<file path="src/rtl/pwm_capture.sv">
// pwm_capture: receive side of the PWM DAC link. Recovers a WIDTH-bit code
// from a single-wire PWM stream whose frame is 2**WIDTH clk cycles long and
// whose high time is `code` cycles per frame.
//
// Optional build macro PWM_CAPTURE_MATCH_EN: a good measurement window is only
// reported when its high count equals the previous good window's high count.
// This hides the single intermediate value produced when the transmitter
// changes code mid-frame.
//
// Handshake: `valid` is a one-cycle pulse qualifying `code`. There is no
// ready; the consumer must take `code` in the cycle `valid` is high. `err`
// is a one-cycle pulse per malformed frame and is never high with `valid`.
module pwm_capture #(
    parameter int WIDTH       = 8,
    parameter int SYNC_STAGES = 2    // at least 2 flops on the async input
) (
    input  logic             clk,
    input  logic             rst,
    input  logic             pwm_in,
    output logic [WIDTH-1:0] code,
    output logic             valid,
    output logic             locked,
    output logic             err,
    output logic [1:0]       dbg_state
);

    localparam int PERIOD = 2 ** WIDTH;
    localparam logic [WIDTH:0] PERIOD_C = PERIOD[WIDTH:0];
    localparam logic [WIDTH:0] CNT_ONE  = {{WIDTH{1'b0}}, 1'b1};

    // HUNT: no window open yet. MEAS: measuring rise-to-rise windows.
    // FLAT: line steadily low, reporting code 0 once per frame.
    typedef enum logic [1:0] {
        S_HUNT = 2'd0,
        S_MEAS = 2'd1,
        S_FLAT = 2'd2
    } state_t;

    state_t                 state_q;
    logic [SYNC_STAGES-1:0] sync_q;
    logic                   pwm_d_q;
    logic [WIDTH:0]         per_cnt_q;
    logic [WIDTH:0]         hi_cnt_q;
    logic [WIDTH-1:0]       code_q;
    logic                   valid_q;
    logic                   locked_q;
    logic                   err_q;
`ifdef PWM_CAPTURE_MATCH_EN
    logic [WIDTH-1:0]       match_q;     // high count of the previous good window
`endif

    logic           pwm_s;
    logic           rise;
    logic [WIDTH:0] per_inc;
    logic [WIDTH:0] hi_inc;

    assign pwm_s   = sync_q[SYNC_STAGES-1];
    assign rise    = pwm_s & ~pwm_d_q;
    assign per_inc = per_cnt_q + CNT_ONE;
    assign hi_inc  = hi_cnt_q + {{WIDTH{1'b0}}, pwm_s};

    // Synchronise the asynchronous input and keep one delayed copy for edge detection.
    always_ff @(posedge clk) begin
        if (rst) begin
            sync_q  <= '0;
            pwm_d_q <= 1'b0;
        end else begin
            sync_q  <= {sync_q[SYNC_STAGES-2:0], pwm_in};
            pwm_d_q <= pwm_s;
        end
    end

    // Window measurement FSM with registered code/valid/locked/err.
    always_ff @(posedge clk) begin
        if (rst) begin
            state_q   <= S_HUNT;
            per_cnt_q <= '0;
            hi_cnt_q  <= '0;
            code_q    <= '0;
            valid_q   <= 1'b0;
            locked_q  <= 1'b0;
            err_q     <= 1'b0;
`ifdef PWM_CAPTURE_MATCH_EN
            match_q   <= '0;
`endif
        end else begin
            valid_q <= 1'b0;
            err_q   <= 1'b0;
            case (state_q)
                S_HUNT: begin
                    if (rise) begin
                        state_q   <= S_MEAS;
                        per_cnt_q <= CNT_ONE;
                        hi_cnt_q  <= CNT_ONE;
                    end else if (per_cnt_q == PERIOD_C) begin
                        if (!pwm_s) begin
                            // A full frame with no rise and a low line: code 0.
                            state_q   <= S_FLAT;
                            code_q    <= '0;
                            valid_q   <= 1'b1;
                            locked_q  <= 1'b1;
                            per_cnt_q <= CNT_ONE;
                        end else begin
                            // Stuck high is never a valid code.
                            err_q     <= 1'b1;
                            per_cnt_q <= '0;
`ifdef PWM_CAPTURE_MATCH_EN
                            match_q   <= '0;
`endif
                        end
                    end else begin
                        per_cnt_q <= per_inc;
                    end
                end

                S_MEAS: begin
                    if (rise) begin
                        // The previous window closes here; judge it by its length.
                        per_cnt_q <= CNT_ONE;
                        hi_cnt_q  <= CNT_ONE;
                        if (per_cnt_q == PERIOD_C) begin
                            locked_q <= 1'b1;
`ifdef PWM_CAPTURE_MATCH_EN
                            if (hi_cnt_q[WIDTH-1:0] == match_q) begin
                                code_q  <= hi_cnt_q[WIDTH-1:0];
                                valid_q <= 1'b1;
                            end
                            match_q <= hi_cnt_q[WIDTH-1:0];
`else
                            code_q  <= hi_cnt_q[WIDTH-1:0];
                            valid_q <= 1'b1;
`endif
                        end else begin
                            err_q    <= 1'b1;
                            locked_q <= 1'b0;
`ifdef PWM_CAPTURE_MATCH_EN
                            match_q  <= '0;
`endif
                        end
                    end else if (per_cnt_q != PERIOD_C) begin
                        per_cnt_q <= per_inc;
                        hi_cnt_q  <= hi_inc;
                    end else if (!pwm_s) begin
                        // Window overran while low: transmitter went to code 0.
                        state_q   <= S_FLAT;
                        code_q    <= '0;
                        valid_q   <= 1'b1;
                        locked_q  <= 1'b1;
                        per_cnt_q <= CNT_ONE;
                    end else begin
                        // Window overran while high: line stuck or too slow.
                        state_q   <= S_HUNT;
                        err_q     <= 1'b1;
                        locked_q  <= 1'b0;
                        per_cnt_q <= '0;
`ifdef PWM_CAPTURE_MATCH_EN
                        match_q   <= '0;
`endif
                    end
                end

                S_FLAT: begin
                    if (rise) begin
                        // locked holds until the first measured window is judged.
                        state_q   <= S_MEAS;
                        per_cnt_q <= CNT_ONE;
                        hi_cnt_q  <= CNT_ONE;
                    end else if (per_cnt_q == PERIOD_C) begin
                        code_q    <= '0;
                        valid_q   <= 1'b1;
                        per_cnt_q <= CNT_ONE;
                    end else begin
                        per_cnt_q <= per_inc;
                    end
                end

                default: begin
                    state_q   <= S_HUNT;
                    per_cnt_q <= '0;
                end
            endcase
        end
    end

    assign code      = code_q;
    assign valid     = valid_q;
    assign locked    = locked_q;
    assign err       = err_q;
    assign dbg_state = state_q;

endmodule

</file>
<file path="config.mk">
export PLATFORM = sky130hd
export DESIGN_NAME = pwm_capture
export DESIGN_NICKNAME = d
export VERILOG_FILES = /design/src/rtl/pwm_capture.sv
export SDC_FILE = /design/constraint.sdc
export NUM_CORES = 1
export LEC_CHECK = 0
export CORE_AREA = 5 5 60 67
export CTS_CLUSTER_SIZE = 30
export DETAILED_ROUTE_END_ITERATION = 6
export DIE_AREA = 0 0 65 72
export GPL_TIMING_DRIVEN = 0
export PLACE_DENSITY = 0.77
export SKIP_LAST_GASP = 1
export SYNTH_ARGS = -nofsm -noshare
export SYNTH_HDL_FRONTEND = slang
export SYNTH_SLANG_ARGS = --single-unit
export TNS_END_PERCENT = 10
</file>
<file path="constraint.sdc">
create_clock -name clk -period 2.6 [get_ports clk]
set_input_delay 0.52 -clock clk [delete_from_list [all_inputs] [get_ports clk]]
set_output_delay 0.52 -clock clk [all_outputs]
set_load 0.03 [all_outputs]
</file>
==> results.rst <==
.. list-table::
   :header-rows: 1

   * - Metric
     - Value
   * - Outcome
     - completed
   * - Series of cell instances along the critical path
     - inv_1 > ha_1 > buf_6 > or2_1 > buf_6 > a31o_4 > buf_6 > or4_1 > a31oi_1
   * - Setup-failing EPs final
     - 0
   * - Most area-consuming cells after synthesis
     - dfxtp_1, ha_1, a22o_1, nand2_1, a21oi_1
   * - Clock period minus final worst setup slack
     - 2360 ps
   * - Remaining routing DRC violations
     - 0
   * - Row count
     - 22
   * - Number of port buffers
     - 15
   * - Initial standard-cell utilization of the core
     - 54.9%
   * - Number of buffers on the longest clock path
     - 2
   * - Synthesized area per cell
     - 8.91 um2
   * - Max stage delay cell, worst path
     - or4_1
   * - Clock-pin transition on the worst setup and hold timing paths
     - 110 ps
   * - Buf+Inv Stages, Crit Path
     - 4
   * - Final cell area excluding filler cells
     - 2080 um2
   * - Number of post-CTS setup repair buffers
     - 0
   * - Overall global routing resource usage
     - 19.3%
   * - Count of antenna-violating nets left after detailed routing
     - 0
   * - Kind of end point of the critical path
     - flop
   * - Critical Path Max Stage Delay
     - 490 ps
   * - Yosys top cell by area
     - dfxtp_1
   * - Minimum hold slack
     - 453 ps
   * - Worst path top cell family by delay
     - simple AND/OR/NAND/NOR gates
   * - Detailed Route WL
     - 4.13 mm
   * - RePlAce Congestion
     - 0.922
   * - TritonCTS Buffers
     - 5
   * - Sequential Area
     - 661 um2
   * - Clock tree from TritonCTS
     - yes
   * - Final HPWL DP
     - between 3 and 4 mm
   * - Iteration-0 DRC Markers
     - between 100 and 150
   * - Width of the chip
     - 65 um
   * - Type of the tightest min-delay check
     - reg2reg
   * - Final Hold Fails
     - 0
   * - Number of fill cells in the layout
     - 283
   * - Most frequent cell after synthesis
     - dfxtp_1
   * - Worst vdd rail ir drop
     - 0.579 mV
   * - Ratio of cells with drive above 1 in the final layout
     - 8.44%
   * - Critical path type
     - reg2reg
   * - Share of synthesized flip-flops with an asynchronous set or reset
     - 0%
   * - Number of antenna violations at the first check in global routing
     - 0
   * - Worst-Skew Late Latency
     - 340 ps
   * - Largest driver fanout on the critical path
     - 10
   * - Wire length of the first global-routing pass
     - 7.19 mm
   * - Cells after synthesis
     - 202
   * - Total nets after synthesis
     - 214
   * - Leakage
     - 0.000715 uW
   * - Area share of the largest cell type after synthesis
     - a little under two fifths
   * - Final period utilization
     - 90.8%
   * - Ports
     - 16
   * - Count of cell types in the netlist
     - 49
   * - Number of storage elements in the synthesis netlist
     - 33
   * - Placed cell areas
     - around 2000 um2
   * - Die area
     - 4680 um2
   * - Final setup TNS
     - 0 ps
   * - DIE HEIGHT
     - about 72 um
   * - Most common cell type on the critical path
     - buf_6
   * - Post-Synthesis Cell Area
     - 1800 um2
   * - Slew @ Worst Pin
     - 538 ps
   * - Core Region
     - 3280 um2
   * - Clock root cell
     - clkbuf_4
   * - List of most frequent post-synthesis cells
     - dfxtp_1, nand2_1, a21oi_1, nor2_1
   * - Gr ovfl total
     - 0
   * - Number of vias per cell
     - 6.26
   * - Routed len/inst
     - about 16 um
   * - Register area share after synthesis
     - 36.7%
   * - Post-synth EDFFs
     - 0
   * - Tightest slew margin relative to the limit
     - 63.8%
   * - Area of the multi-input gates
     - 1040 um2
   * - Data arrival at the endpoint of the critical path
     - 2640 ps
   * - Hold buffers post-CTS
     - 0
   * - Via count of the routed design
     - around 1600
   * - H-tree level count
     - 2
   * - Vias in the first global route
     - 1583
   * - Power density normalized to cell area
     - between 800 and 900 nW/um2
   * - Fin Clk Skew
     - approximately 5.0 ps
   * - Clock Sink Count
     - 33
   * - Number of nets in the finished design
     - 236
   * - Maximum number of pins on one net before global-route repair
     - 12
   * - Required time reported for the critical path endpoint
     - 2880 ps
   * - Max-slew violation count
     - 0
   * - Syn. warnings
     - 0
   * - Post-CTS Resized
     - 0
   * - Final total power
     - 1730 uW
   * - Max_cap viols
     - 0
   * - Number of iterations in the first detailed-routing pass
     - 4
   * - Type of element launching the critical path
     - flop
   * - Peak clock frequency supported by timing
     - 424 MHz
   * - Ys flop type
     - dfxtp_1
   * - RSZ-0062 raised after global routing
     - no
   * - Relative area change from synthesis to final layout
     - 15.8%
   * - Ant diodes
     - 0
cell usage in the layout (no fill, tap or decap), types with 3 or more instances in the layout:
| cell | n |
|---|---|
| dfxtp_1 | 33 |
| nand2_1 | 19 |
| clkdlybuf4s50_1 | 15 |
| a21oi_1 | 12 |
| nor2_1 | 12 |
| inv_1 | 9 |
| a22o_1 | 9 |
| ha_1 | 9 |
| o21ai_0 | 8 |
| nand4_1 | 7 |
| clkbuf_1 | 6 |
| a31oi_1 | 6 |
| nor2b_1 | 5 |
| xnor2_1 | 5 |
| o211ai_1 | 5 |
| or4_1 | 5 |
| nand3_1 | 5 |
| clkbuf_4 | 5 |
| nand2b_1 | 4 |
| buf_6 | 3 |
| nor3_1 | 3 |
| xor2_1 | 3 |
layout make-up:
cell class / instances / share of cell area, %
Tap cell: 36 / 2.16
Sequential cell: 33 / 31.7
Inverter: 9 / 1.62
Buffer: 10 / 2.88
Multi-Input combinational cell: 150 / 50.2
Timing Repair Buffer: 15 / 7.21
Clock buffer: 6 / 2.46
Clock inverter: 2 / 1.80
power breakdown:
part	switching, uW	internal [uW]	leakage, uW
combinational	429	301	0.000403
sequential	48.4	542	0.000267
clock	185	228	0.0000445
state kept, by name (all words and copies together), names as in the netlist:
name / flops
valid: 1
dbg_state: 2
code: 8
per_cnt_q: 9
sync_q: 2
err: 1
locked: 1
hi_cnt_q: 8
pwm_d_q: 1
cell families (layout without fill, tap and decap cells):
group                      Yosys count  after routing  share of synthesized area [%]
DFF                                 33             33                           36.7
AOI/OAI and AO/OA                   58             58                           24.5
and+or+nand+nor                     74             74                           22.9
adders and majority gates            9              9                           6.26
xor gates and xnor gates             8              8                           3.89
buffers and inverters               19             42                           5.22
muxes                                1              1                          0.556
metal layers:
metal  wire length (um)  GRT usage (%)  share of wire [%]  up-vias
li1                   -              -                  -      793
met5                  0              0                  0        -
met4                 54           6.10                1.3        0
met2               2030           32.8                 49       58
met3                284           5.73                6.9        7
met1               1760           23.3                 43      777
stage by stage:
step	utilization, %	setup WS [ps]	std cells
after floorplan	-	164	202
after global placement	60.9	318	253
after detailed placement	60.9	241	253
after CTS	63.6	230	261
after global routing	63.6	130	261
final	63.6	239	261
worst paths after layout:
path | from | end | slack (ps) | depth (start not counted)
setup reg to reg | dbg_state[1] | hi_cnt_q[5] | 240 | 9
hold reg to reg | sync_q[0] | sync_q[1] | 450 | 1
setup / recovery | dbg_state[1] | hi_cnt_q[5] | 240 | 9
hold / removal | sync_q[0] | sync_q[1] | 450 | 1
Power figures use the tool's default switching activity.
